<file path="src/rtl/y86_pkg.sv">
// Shared Y86-64 definitions: icodes, register specifiers, write-back FSM states.
// Latency: n/a (declarations only).
// Backpressure: n/a.
package y86_pkg;

    localparam logic [3:0] IHALT    = 4'h0;
    localparam logic [3:0] INOP     = 4'h1;
    localparam logic [3:0] IRRMOVQ  = 4'h2;
    localparam logic [3:0] IIRMOVQ  = 4'h3;
    localparam logic [3:0] IRMMOVQ  = 4'h4;
    localparam logic [3:0] IMRMOVQ  = 4'h5;
    localparam logic [3:0] IOPQ     = 4'h6;
    localparam logic [3:0] IJXX     = 4'h7;
    localparam logic [3:0] ICALL    = 4'h8;
    localparam logic [3:0] IRET     = 4'h9;
    localparam logic [3:0] IPUSHQ   = 4'hA;
    localparam logic [3:0] IPOPQ    = 4'hB;

    localparam logic [3:0] REG_NONE = 4'hF;
    localparam logic [3:0] REG_RSP  = 4'h4;

    typedef enum logic [1:0] {
        IDLE = 2'd0,
        WR_E = 2'd1,
        WR_M = 2'd2
    } wb_state_t;

endpackage

</file>
<file path="src/rtl/y86_dst_decode.sv">
// Maps icode/cnd/rA/rB to the E and M destination registers plus an illegal flag.
// Latency: purely combinational.
// Backpressure: none; shared with the hazard unit.
module y86_dst_decode
    import y86_pkg::*;
(
    input  logic [3:0] icode,
    input  logic       cnd,
    input  logic [3:0] rA,
    input  logic [3:0] rB,
    output logic [3:0] dst_e,
    output logic [3:0] dst_m,
    output logic       illegal
);

    // Destination table; conditional moves only write when the condition held.
    always_comb begin
        dst_e   = REG_NONE;
        dst_m   = REG_NONE;
        illegal = 1'b0;
        case (icode)
            IHALT, INOP, IRMMOVQ, IJXX: begin
                dst_e = REG_NONE;
                dst_m = REG_NONE;
            end
            IRRMOVQ: begin
                dst_e = cnd ? rB : REG_NONE;
            end
            IIRMOVQ, IOPQ: begin
                dst_e = rB;
            end
            IMRMOVQ: begin
                dst_m = rA;
            end
            ICALL, IRET, IPUSHQ: begin
                dst_e = REG_RSP;
            end
            IPOPQ: begin
                dst_e = REG_RSP;
                dst_m = rA;
            end
            default: begin
                illegal = 1'b1;
            end
        endcase
    end

endmodule

</file>
<file path="src/rtl/y86_wb_sequencer.sv">
// Serialises each retiring instruction's E/M register writes onto the single write port.
// Latency: first write registered one cycle after accept, second write the cycle after.
// Backpressure: wb_ready drops while an M write is still queued behind an E write, and forever after halt.
module y86_wb_sequencer
    import y86_pkg::*;
#(
    parameter int DATA_W = 64,
    parameter int CNT_W  = 32
) (
    input  logic              clk,
    input  logic              rst_n,
    input  logic              wb_valid,
    output logic              wb_ready,
    input  logic [3:0]        icode,
    input  logic              cnd,
    input  logic [3:0]        rA,
    input  logic [3:0]        rB,
    input  logic [DATA_W-1:0] valE,
    input  logic [DATA_W-1:0] valM,
    output logic              wr_en,
    output logic [3:0]        wr_addr,
    output logic [DATA_W-1:0] wr_data,
    output logic              halted,
    output logic              illegal,
    output logic [CNT_W-1:0]  retired
);

    wb_state_t         state_q, state_nxt;
    logic [3:0]        m_dst_q, m_dst_nxt;
    logic [DATA_W-1:0] m_val_q, m_val_nxt;
    logic              wr_en_nxt;
    logic [3:0]        wr_addr_nxt;
    logic [DATA_W-1:0] wr_data_nxt;

    logic [3:0]        dec_e;
    logic [3:0]        dec_m;
    logic              dec_ill;
    logic              e_need;
    logic              m_need;
    logic              m_pend;
    logic              accept;

    y86_dst_decode u_dec (
        .icode   (icode),
        .cnd     (cnd),
        .rA      (rA),
        .rB      (rB),
        .dst_e   (dec_e),
        .dst_m   (dec_m),
        .illegal (dec_ill)
    );

    // Write needs for the presented instruction; a shared E/M destination keeps only valM.
    always_comb begin
        m_need   = (dec_m != REG_NONE);
        e_need   = (dec_e != REG_NONE) && (dec_e != dec_m);
        m_pend   = (m_dst_q != REG_NONE);
        wb_ready = !halted && ((state_q == IDLE) || (state_q == WR_M) ||
                               ((state_q == WR_E) && !m_pend));
        accept   = wb_valid && wb_ready;
    end

    // Next state and next write-port contents; the state names the write being driven.
    always_comb begin
        state_nxt   = IDLE;
        m_dst_nxt   = m_dst_q;
        m_val_nxt   = m_val_q;
        wr_en_nxt   = 1'b0;
        wr_addr_nxt = REG_NONE;
        wr_data_nxt = '0;
        if (state_q == WR_E && m_pend) begin
            state_nxt   = WR_M;
            wr_en_nxt   = 1'b1;
            wr_addr_nxt = m_dst_q;
            wr_data_nxt = m_val_q;
            m_dst_nxt   = REG_NONE;
        end else if (accept) begin
            m_val_nxt = valM;
            if (e_need) begin
                state_nxt   = WR_E;
                wr_en_nxt   = 1'b1;
                wr_addr_nxt = dec_e;
                wr_data_nxt = valE;
                m_dst_nxt   = dec_m;
            end else if (m_need) begin
                state_nxt   = WR_M;
                wr_en_nxt   = 1'b1;
                wr_addr_nxt = dec_m;
                wr_data_nxt = valM;
                m_dst_nxt   = REG_NONE;
            end else begin
                state_nxt   = IDLE;
                m_dst_nxt   = REG_NONE;
            end
        end
    end

    // FSM, queued M write and registered write port; reset drops any pending write at once.
    always_ff @(posedge clk or negedge rst_n) begin
        if (!rst_n) begin
            state_q <= IDLE;
            m_dst_q <= REG_NONE;
            m_val_q <= '0;
            wr_en   <= 1'b0;
            wr_addr <= REG_NONE;
            wr_data <= '0;
        end else begin
            state_q <= state_nxt;
            m_dst_q <= m_dst_nxt;
            m_val_q <= m_val_nxt;
            wr_en   <= wr_en_nxt;
            wr_addr <= wr_addr_nxt;
            wr_data <= wr_data_nxt;
        end
    end

    // Sticky status flags and retired-instruction counter, all stepped on accept.
    always_ff @(posedge clk or negedge rst_n) begin
        if (!rst_n) begin
            halted  <= 1'b0;
            illegal <= 1'b0;
            retired <= '0;
        end else if (accept) begin
            retired <= retired + 1'b1;
            if (icode == IHALT) halted  <= 1'b1;
            if (dec_ill)        illegal <= 1'b1;
        end
    end

endmodule

</file>
<file path="config.mk">
export PLATFORM = sky130hd
export DESIGN_NAME = y86_wb_sequencer
export DESIGN_NICKNAME = d
export VERILOG_FILES = /design/src/rtl/y86_pkg.sv /design/src/rtl/y86_dst_decode.sv /design/src/rtl/y86_wb_sequencer.sv
export SDC_FILE = /design/constraint.sdc
export NUM_CORES = 1
export LEC_CHECK = 0
export CELL_PAD_IN_SITES_DETAIL_PLACEMENT = 1
export CELL_PAD_IN_SITES_GLOBAL_PLACEMENT = 1
export CORE_UTILIZATION = 37
export CTS_BUF_LIST = sky130_fd_sc_hd__clkbuf_16
export CTS_CLUSTER_SIZE = 14
export DETAILED_ROUTE_END_ITERATION = 10
export PLACE_DENSITY = 0.85
export SYNTH_ARGS = -nofsm -noshare
export SYNTH_HDL_FRONTEND = slang
export SYNTH_SLANG_ARGS = --single-unit
</file>
<file path="constraint.sdc">
create_clock -name clk -period 4.3 [get_ports clk]
set_clock_uncertainty 0.05 [all_clocks]
set_input_delay 0.86 -clock clk [delete_from_list [all_inputs] [get_ports clk]]
set_output_delay 0.86 -clock clk [all_outputs]
set_load 0.02 [all_outputs]
</file>
---- Word level (Yosys, flattened, before mapping) ----
Cells that the tools add are included.
storage, ports and cells
  output and inout bits ................... 104
  register bits after elaboration ......... 173
  word-level logic and storage cells ...... 70
  input port bits ......................... 144
operators by class
  $add $sub $neg .......................... 1
  mux-type cells .......................... 22
  bitwise operators ....................... 2
  reduce and logical (&&, ||, !) cells .... 19
  equality and inequality tests ........... 17
operator list
  cell                                                  count
  2-to-1 mux 64 bit                                     4
  2-to-1 mux 4 bit                                      9
  adder 32 x 1 -> 32 bit (second input constant)        1
  equality test 4 x 3 -> 1 bit (second input constant)  4
  equality test 4 bit (second input constant)           4
  inequality test 4 bit (second input constant)         3
  one-hot mux 4 bit (3 select lines)                    1
  OR reduction 12 bit                                   1
  equality test 4 x 2 -> 1 bit (second input constant)  2
  2-to-1 mux 2 bit                                      4
  AND reduction 2 bit                                   3
  logical AND 1 bit                                     5
  equality test 4 x 1 -> 1 bit (second input constant)  1
  zero test 4 bit                                       1
  2-to-1 mux 1 bit                                      4
  inequality test 4 bit                                 1
  OR reduction 2 bit                                    2
  OR reduction 4 bit                                    1
  equality test 2 x 1 -> 1 bit (second input constant)  1
  equality test 2 bit (second input constant)           1
  zero test 1 bit                                       2
  zero test 2 bit                                       1
  logical OR 1 bit                                      2
  NOT 1 bit                                             2
  nonzero test 2 bit                                    1

---- Longest topological paths before layout ----
Gate-level depths: netlist (run 1).
  depth in word-level cells ............... 8
  depth in mapped cells ................... 9

---- Modules after synthesis ----
A second synthesis (run 1) with hierarchy kept.
second synthesis, totals
  cells, all modules ...................... 717
  area, all modules ....................... 7472.2 sq um
modules (own cells, without submodules)
  module            cells each  area an instance (sq um)  times used
  y86_wb_sequencer  693         7315.8                    1
  y86_dst_decode    24          156.4                     1

---- Worst setup path before layout (run 1) ----
OpenSTA, ideal clock, no wires.
  path kind ............................... input to register
  from .................................... input icode[2]
  to ...................................... register wr_data[37]
  cell stages on the path ................. 9
  setup slack ............................. 1399 ps
  arrival time ............................ 2725 ps
  path through ............................ buf_2 > o31ai_4 > o21ai_0 > a32o_1 > o31ai_4 > a21oi_2 > buf_6 > buf_6 > a221o_1
between the ends
  cells in the longest elaborated chain, start to end .. 8
ends and longest elaborated chain
  element                                                                        RTL line                                        RTL
  start, declared                                                                y86_wb_sequencer.sv:14                          input logic [3:0] icode,
  equality test 4 bit, or another cell as far along                              y86_dst_decode.sv:21                            case (icode)
  OR reduction 4 bit (no source line), or another cell as far along              -
  one-hot mux 4 bit (3 select lines) / 2-to-1 mux 4 bit (equally long branches)  y86_dst_decode.sv:21
  inequality test 4 bit (on tied branches)                                       y86_wb_sequencer.sv:56, y86_wb_sequencer.sv:55
  logical AND 1 bit / 2-to-1 mux 64 bit (equally long branches)                  y86_wb_sequencer.sv:56, y86_wb_sequencer.sv:85
  2-to-1 mux 64 bit (*)                                                          y86_wb_sequencer.sv:79                          if (e_need) begin
  2-to-1 mux 64 bit (*)                                                          y86_wb_sequencer.sv:77                          end else if (accept) begin
  2-to-1 mux 64 bit (*)                                                          y86_wb_sequencer.sv:71                          if (state_q == WR_E && m_pend) begin
  named net wr_data_nxt[37]                                                      y86_wb_sequencer.sv:33                          logic [DATA_W-1:0] wr_data_nxt;
  end signal, assigned                                                           y86_wb_sequencer.sv:113                         wr_data <= wr_data_nxt;
  end, declared                                                                  y86_wb_sequencer.sv:22                          output logic [DATA_W-1:0] wr_data,
Mark *: on every way through the listed nets, which the timed path passes. The rest lies on a longest branch.
A chain may end at the register's enable or synchronous reset.

---- Worst setup path after layout (run 1) ----
  from .................................... input icode[0]
  to ...................................... register wr_data[35]
Same word-level chain as after synthesis.

==> results of run 1 <==
## area by class of cell
class	instances	area, µm²	area share
clock inverters	15	139	0.0130
well taps	265	332	0.0311
diodes	1	2.50	0.000235
clock buffers	17	425	0.0399
inverters	3	11.3	0.00106
multi-input cells	477	2820	0.264
flip-flops and latches	173	4340	0.407
repair buffers	256	2590	0.243
## worst max-delay path: stages
cell	delay, ps
clkdlybuf4s50_1	580
o21ai_0	530
o31a_1	230
a32o_1	220
o31ai_4	110
a21oi_4	650
buf_12	330
a221o_1	230
## sequential cells by signal (all words and copies together), names as in the netlist
register	count
m_val_q	64
wr_data	64
retired	32
m_dst_q	4
wr_addr	4
state_q	2
halted	1
illegal	1
wr_en	1
## final timing paths
check | startpoint | to | slack, ps | cells past startpoint
worst max-delay path | icode[0] | wr_data[35]$_DFF_PN0_ | 810 | 8
worst max register to register | m_dst_q[2]$_DFFE_PN1P_ | wr_data[35]$_DFF_PN0_ | 1650 | 6
worst min register to register | m_val_q[7]$_DFFE_PN0P_ | m_val_q[7]$_DFFE_PN0P_ | 410 | 2
min in group clk | m_val_q[7]$_DFFE_PN0P_ | m_val_q[7]$_DFFE_PN0P_ | 410 | 2
worst min-delay path | rst_n | retired[19]$_DFFE_PN0P_ | 410 | 1
max in group asynchronous | rst_n | m_val_q[31]$_DFFE_PN0P_ | 2970 | 2
## stage by stage
stage	instances	setup slack [ps]
after floorplan	695	1400
after global placement	1174	579
after detailed placement	1174	394
after CTS	1206	837
after global routing	1207	657
final	1207	808
## power breakdown
| group | internal, W | switching, W |
|---|---|---|
| Combinational | 0.000466 | 0.000543 |
| Sequential | 0.00191 | 0.000158 |
| Clock | 0.000809 | 0.000677 |
## routing by layer
layer | GRT usage | wire length, µm
met5 | 0 | 0
met4 | 0.0990 | 716
met3 | 0.0496 | 1120
met2 | 0.383 | 11100
met1 | 0.270 | 9240
## placed cells by master (no fill, tap or decap), types with 4 or more instances in the layout
| master | n |
|---|---|
| clkdlybuf4s50_1 | 246 |
| nand2_1 | 211 |
| dfrtp_1 | 165 |
| and2_1 | 69 |
| a221o_1 | 64 |
| xnor2_1 | 27 |
| clkbuf_16 | 17 |
| nand3_1 | 12 |
| nor2_1 | 10 |
| nor3_1 | 10 |
| and3_1 | 8 |
| dfstp_2 | 8 |
| nand4_1 | 7 |
| a21oi_1 | 6 |
| o21ai_0 | 6 |
| buf_4 | 5 |
| and4_1 | 4 |
| inv_1 | 4 |
| xor2_1 | 4 |
| inv_6 | 4 |
| buf_12 | 4 |
## logic make-up (layout without fill, tap and decap cells)
logic type      Yosys count  count (layout)  synth area share
other cells               0               1                 0
buf+inv                  45             291            0.0283
flops                   173             173             0.591
fa+ha+maj                 1               1           0.00170
simple gates            348             348             0.220
compound gates           97              97             0.122
xor+xnor                 31              31            0.0370
==> impl_metrics.tcl, run 1 <==
set metrics [dict create \
    grt_pass1_vias 6581 \
    synthTopCellsByCount "211 x nand2_1, 165 x dfrtp_1, 69 x and2_1, 64 x a221o_1, 28 x clkbuf_1" \
    routed_wirelength_um 22100 \
    finalPower_w 0.00457 \
    finalHoldViolCount 0 \
    worstMarginPinSlew_ps 874 \
    clock_latency_ps 420 \
    rsz0062_at_grt "no" \
    yosysSeqAreaShare 0.591 \
    drc 0 \
    synthCells 695 \
    htree_levels 4 \
    cts_buffers 17 \
    worstPathArrival_ps 3780 \
    irDropWorstVdd_mv 0.281 \
    timing.hold.ws_ps 414 \
    clockBufferDepth 2 \
    overflow 0 \
    drt-pass1-iter-count 4 \
    synth_area_leaders "dfrtp_1 56%, nand2_1 11%, a221o_1 8.7%" \
    cts.sinks 173 \
    dpl_cell_area_um2 10100 \
    port_buffers 247 \
    gp_routability_congestion 0.890 \
    synth_most_common_cell "nand2_1" \
    yosys_register_bits 173 \
    fin_util 0.547 \
    period_needed_ps 3490 \
    vias 6189 \
    drt_iter0_markers 205 \
    drive_above_1_share 0.0648 \
    period_share 0.812 \
    pin_count 248 \
    fmax_mhz 286 \
    relSlewSlack 0.413 \
    setup_violations 0 \
    track_usage 0.224 \
    worstSetupPathType "primary input to register" \
    synth_async_sr_flop_share 1.00 \
    yosysWarnings 0 \
    synth_top_area_frac 0.562 \
    antenna_found_initial 1 \
    postCtsSetupBuffers 0 \
    synth_flop_cell "dfrtp_1" \
    status "finished clean" \
    synth_largest_area_cell "dfrtp_1" \
    critPathRequiredTime_ps 4590 \
    p_per_area_nw_per_um2 429 \
    cts_tree "built" \
    hp-class "primary input to async pin" \
    vias_per_cell 5.13 \
    placementRows 51 \
    cp_max_fo 44 \
    cp-end-kind "register" \
    synth_edf_count 0 \
    fp.coreArea_um2 19500 \
    die_height_um 143 \
    nNetsFinal 1073 \
    maxCapViolCount 0 \
    post_cts_resized 0 \
    fin_area_um2 10700 \
    fp.dieW_um 143 \
    synth_nets 840 \
    fin_tns_setup_ps 0 \
    antenna_left 0 \
    area_delta_synth_final_pct 45.1 \
    cp-start-kind "primary input" \
    slew_violations 0 \
    grt_pass1_wl_um 34600 \
    synthDistinctLibCells 43 \
    wl_per_cell_um 18.3 \
    path_clk_slew_ps 70 \
    fill_cells 2106 \
    power.leakage_nw 4.81 \
    initial_utilization 0.377 \
    dp_hpwl_um 15300 \
    grt_start_max_net_pins 80 \
    postCtsHoldBufs 0 \
    die_area_um2 20400 \
    syn_area_um2 7340 \
    postSynthAreaPerCell_um2 10.6 \
    cts_root_buf "clkbuf_16" \
]
No activity file was read; power rests on OpenSTA's default activity.
==> inputs of run 2 (changes only) <==
Settings changed: CORE_UTILIZATION 37 to 31, PLACE_DENSITY 0.85 to 0.76.
Clock period 4.3 ns to 3.2 ns, I/O delays scaled along.
==> impl_metrics.tcl, run 2 (synthesis gave the netlist of run 1 again) <==
set metrics [dict create \
    initial_utilization 0.321 \
    ff2ff_setup_slack_ps 840 \
    r2r_end "wr_data[35]$_DFF_PN0_" \
    nNetsFinal 1089 \
    track_usage 0.193 \
    area_delta_synth_final_pct 48.1 \
    reg2reg_from "m_dst_q[2]$_DFFE_PN1P_" \
    grt_pass1_vias 6675 \
    path_clk_slew_ps 70 \
    fin_util 0.475 \
    relSlewSlack 0.560 \
    placementRows 55 \
    cts_root_buf "clkbuf_16" \
    postCtsSetupBuffers 0 \
    clockBufferDepth 2 \
    final_common_cell "clkdlybuf4s50_1" \
    status "finished clean" \
    drc 0 \
    post_cts_resized 0 \
    crit_chain "and4_1 > nand2b_1 > and2_1 > clkdlybuf4s50_1" \
    p_per_area_nw_per_um2 563 \
    finalHoldViolCount 0 \
    port_buffers 247 \
    final_cell_mix "246 x clkdlybuf4s50_1, 211 x nand2_1, 165 x dfrtp_1" \
    period_needed_ps 2890 \
    largestRegisters "m_val_q (64), wr_data (64), retired (32)" \
    wl_per_cell_um 17.8 \
    drive_above_1_share 0.0794 \
    irDropWorstVdd_mv 0.275 \
    rr_worst_depth 6 \
    clock_latency_ps 420 \
    drt-pass1-iter-count 5 \
    fill_cells 2491 \
    worstMarginPinSlew_ps 660 \
    routed_wirelength_um 22600 \
    maxCapViolCount 0 \
    cp_max_fo 3 \
    rsz0062_at_grt "no" \
    overflow 0 \
    cp-end-kind "output pin" \
    cts.sinks 173 \
    gp_routability_congestion 0.879 \
    slew_violations 0 \
    fin_area_um2 10900 \
    antenna_left 0 \
    vias 6122 \
    vias_per_cell 4.82 \
    dpl_cell_area_um2 10300 \
    fin_cells 1270 \
    pin_count 248 \
    power.leakage_nw 4.90 \
    fp.dieW_um 156 \
    grt_start_max_net_pins 69 \
    fp.coreArea_um2 22900 \
    htree_levels 4 \
    drt_iter0_markers 272 \
    worstSetupPathType "register to output pin" \
    cts_buffers 17 \
    die_height_um 156 \
    post-place-cells 1238 \
    timing.hold.ws_ps 176 \
    hp-class "primary input to async pin" \
    n_antenna_cell 0 \
    cpPeakStageDelay_ps 630 \
    setup_violations 0 \
    cp-start-kind "register" \
    antenna_found_initial 0 \
    cts_tree "built" \
    period_share 0.903 \
    cp_slowest_cell "clkdlybuf4s50_1" \
    dp_hpwl_um 16000 \
    grt_pass1_wl_um 36000 \
    critPathRequiredTime_ps 2510 \
    postCtsHoldBufs 0 \
    worstPathArrival_ps 2200 \
    die_area_um2 24300 \
    fmax_mhz 346 \
]
## run 2: changes by cell type in the layout (fill, tap and decap cells not counted)
cell | before | now
clkinv_2 | 3 | 1
bufinv_16 | 1 | 0
clkinv_1 | 0 | 1
buf_4 | 5 | 17
diode_2 | 1 | 0
inv_6 | 4 | 6
inv_8 | 2 | 3
clkinvlp_4 | 2 | 0
clkinv_8 | 0 | 1
buf_12 | 4 | 8
## run 2: power by group
part / internal, W / leakage [nW] / switching (W)
registers: 0.00257 / 2.23 / 0.000200
clock network: 0.00103 / 0.281 / 0.000945
logic: 0.000650 / 2.39 / 0.000728
total: 0.00425 / 4.90 / 0.00187
## run 2: worst max-delay path by stage
stage	startpoint	to	slack [ps]	depth (start not counted)
6_report	m_dst_q[2]$_DFFE_PN1P_	wb_ready	310	4
5_1_grt	m_dst_q[2]$_DFFE_PN1P_	wb_ready	240	4
4_1_cts	m_dst_q[2]$_DFFE_PN1P_	wb_ready	280	4
3_5_place_dp	icode[2]	wr_data[20]$_DFF_PN0_	-30	8
3_3_place_gp	icode[2]	wr_data[39]$_DFF_PN0_	60	8
2_1_floorplan	icode[2]	wr_data[37]$_DFF_PN0_	520	9
## run 2: cell type report
| type | count | area [µm²] | share of cell area |
|---|---|---|---|
| clock buffer | 17 | 425 | 0.0391 |
| clock inverter | 15 | 133 | 0.0122 |
| inverter | 3 | 11.3 | 0.00104 |
| multi-input combinational | 477 | 2820 | 0.259 |
| sequential | 173 | 4340 | 0.399 |
| tap | 313 | 392 | 0.0360 |
| timing repair buffer | 272 | 2760 | 0.254 |
## run 2: critical path: cells and delay by family (launching register included)
kind | cells | cell delay (ps)
buf+inv | 1 | 630
flops | 1 | 540
simple gates | 3 | 610
## run 2: metal layers
| layer | global-route usage | vias up | routed length [µm] | share of wire |
|---|---|---|---|---|
| met3 | 0.0528 | 26 | 1210 | 0.053 |
| met2 | 0.333 | 171 | 11400 | 0.50 |
| met4 | 0.0556 | 0 | 369 | 0.016 |
| li1 | - | 2877 | - | - |
| met5 | 0 | - | 0 | 0 |
| met1 | 0.234 | 3048 | 9650 | 0.43 |
## run 2: per-stage QoR
step                setup WS (ps)  power, W  TNS (ps)
finish                        311   0.00612         0
global route                  236   0.00645         0
CTS                           280   0.00622         0
detailed placement          -25.5   0.00421      -135
global placement             61.1   0.00415         0
floorplan                     519   0.00346         0
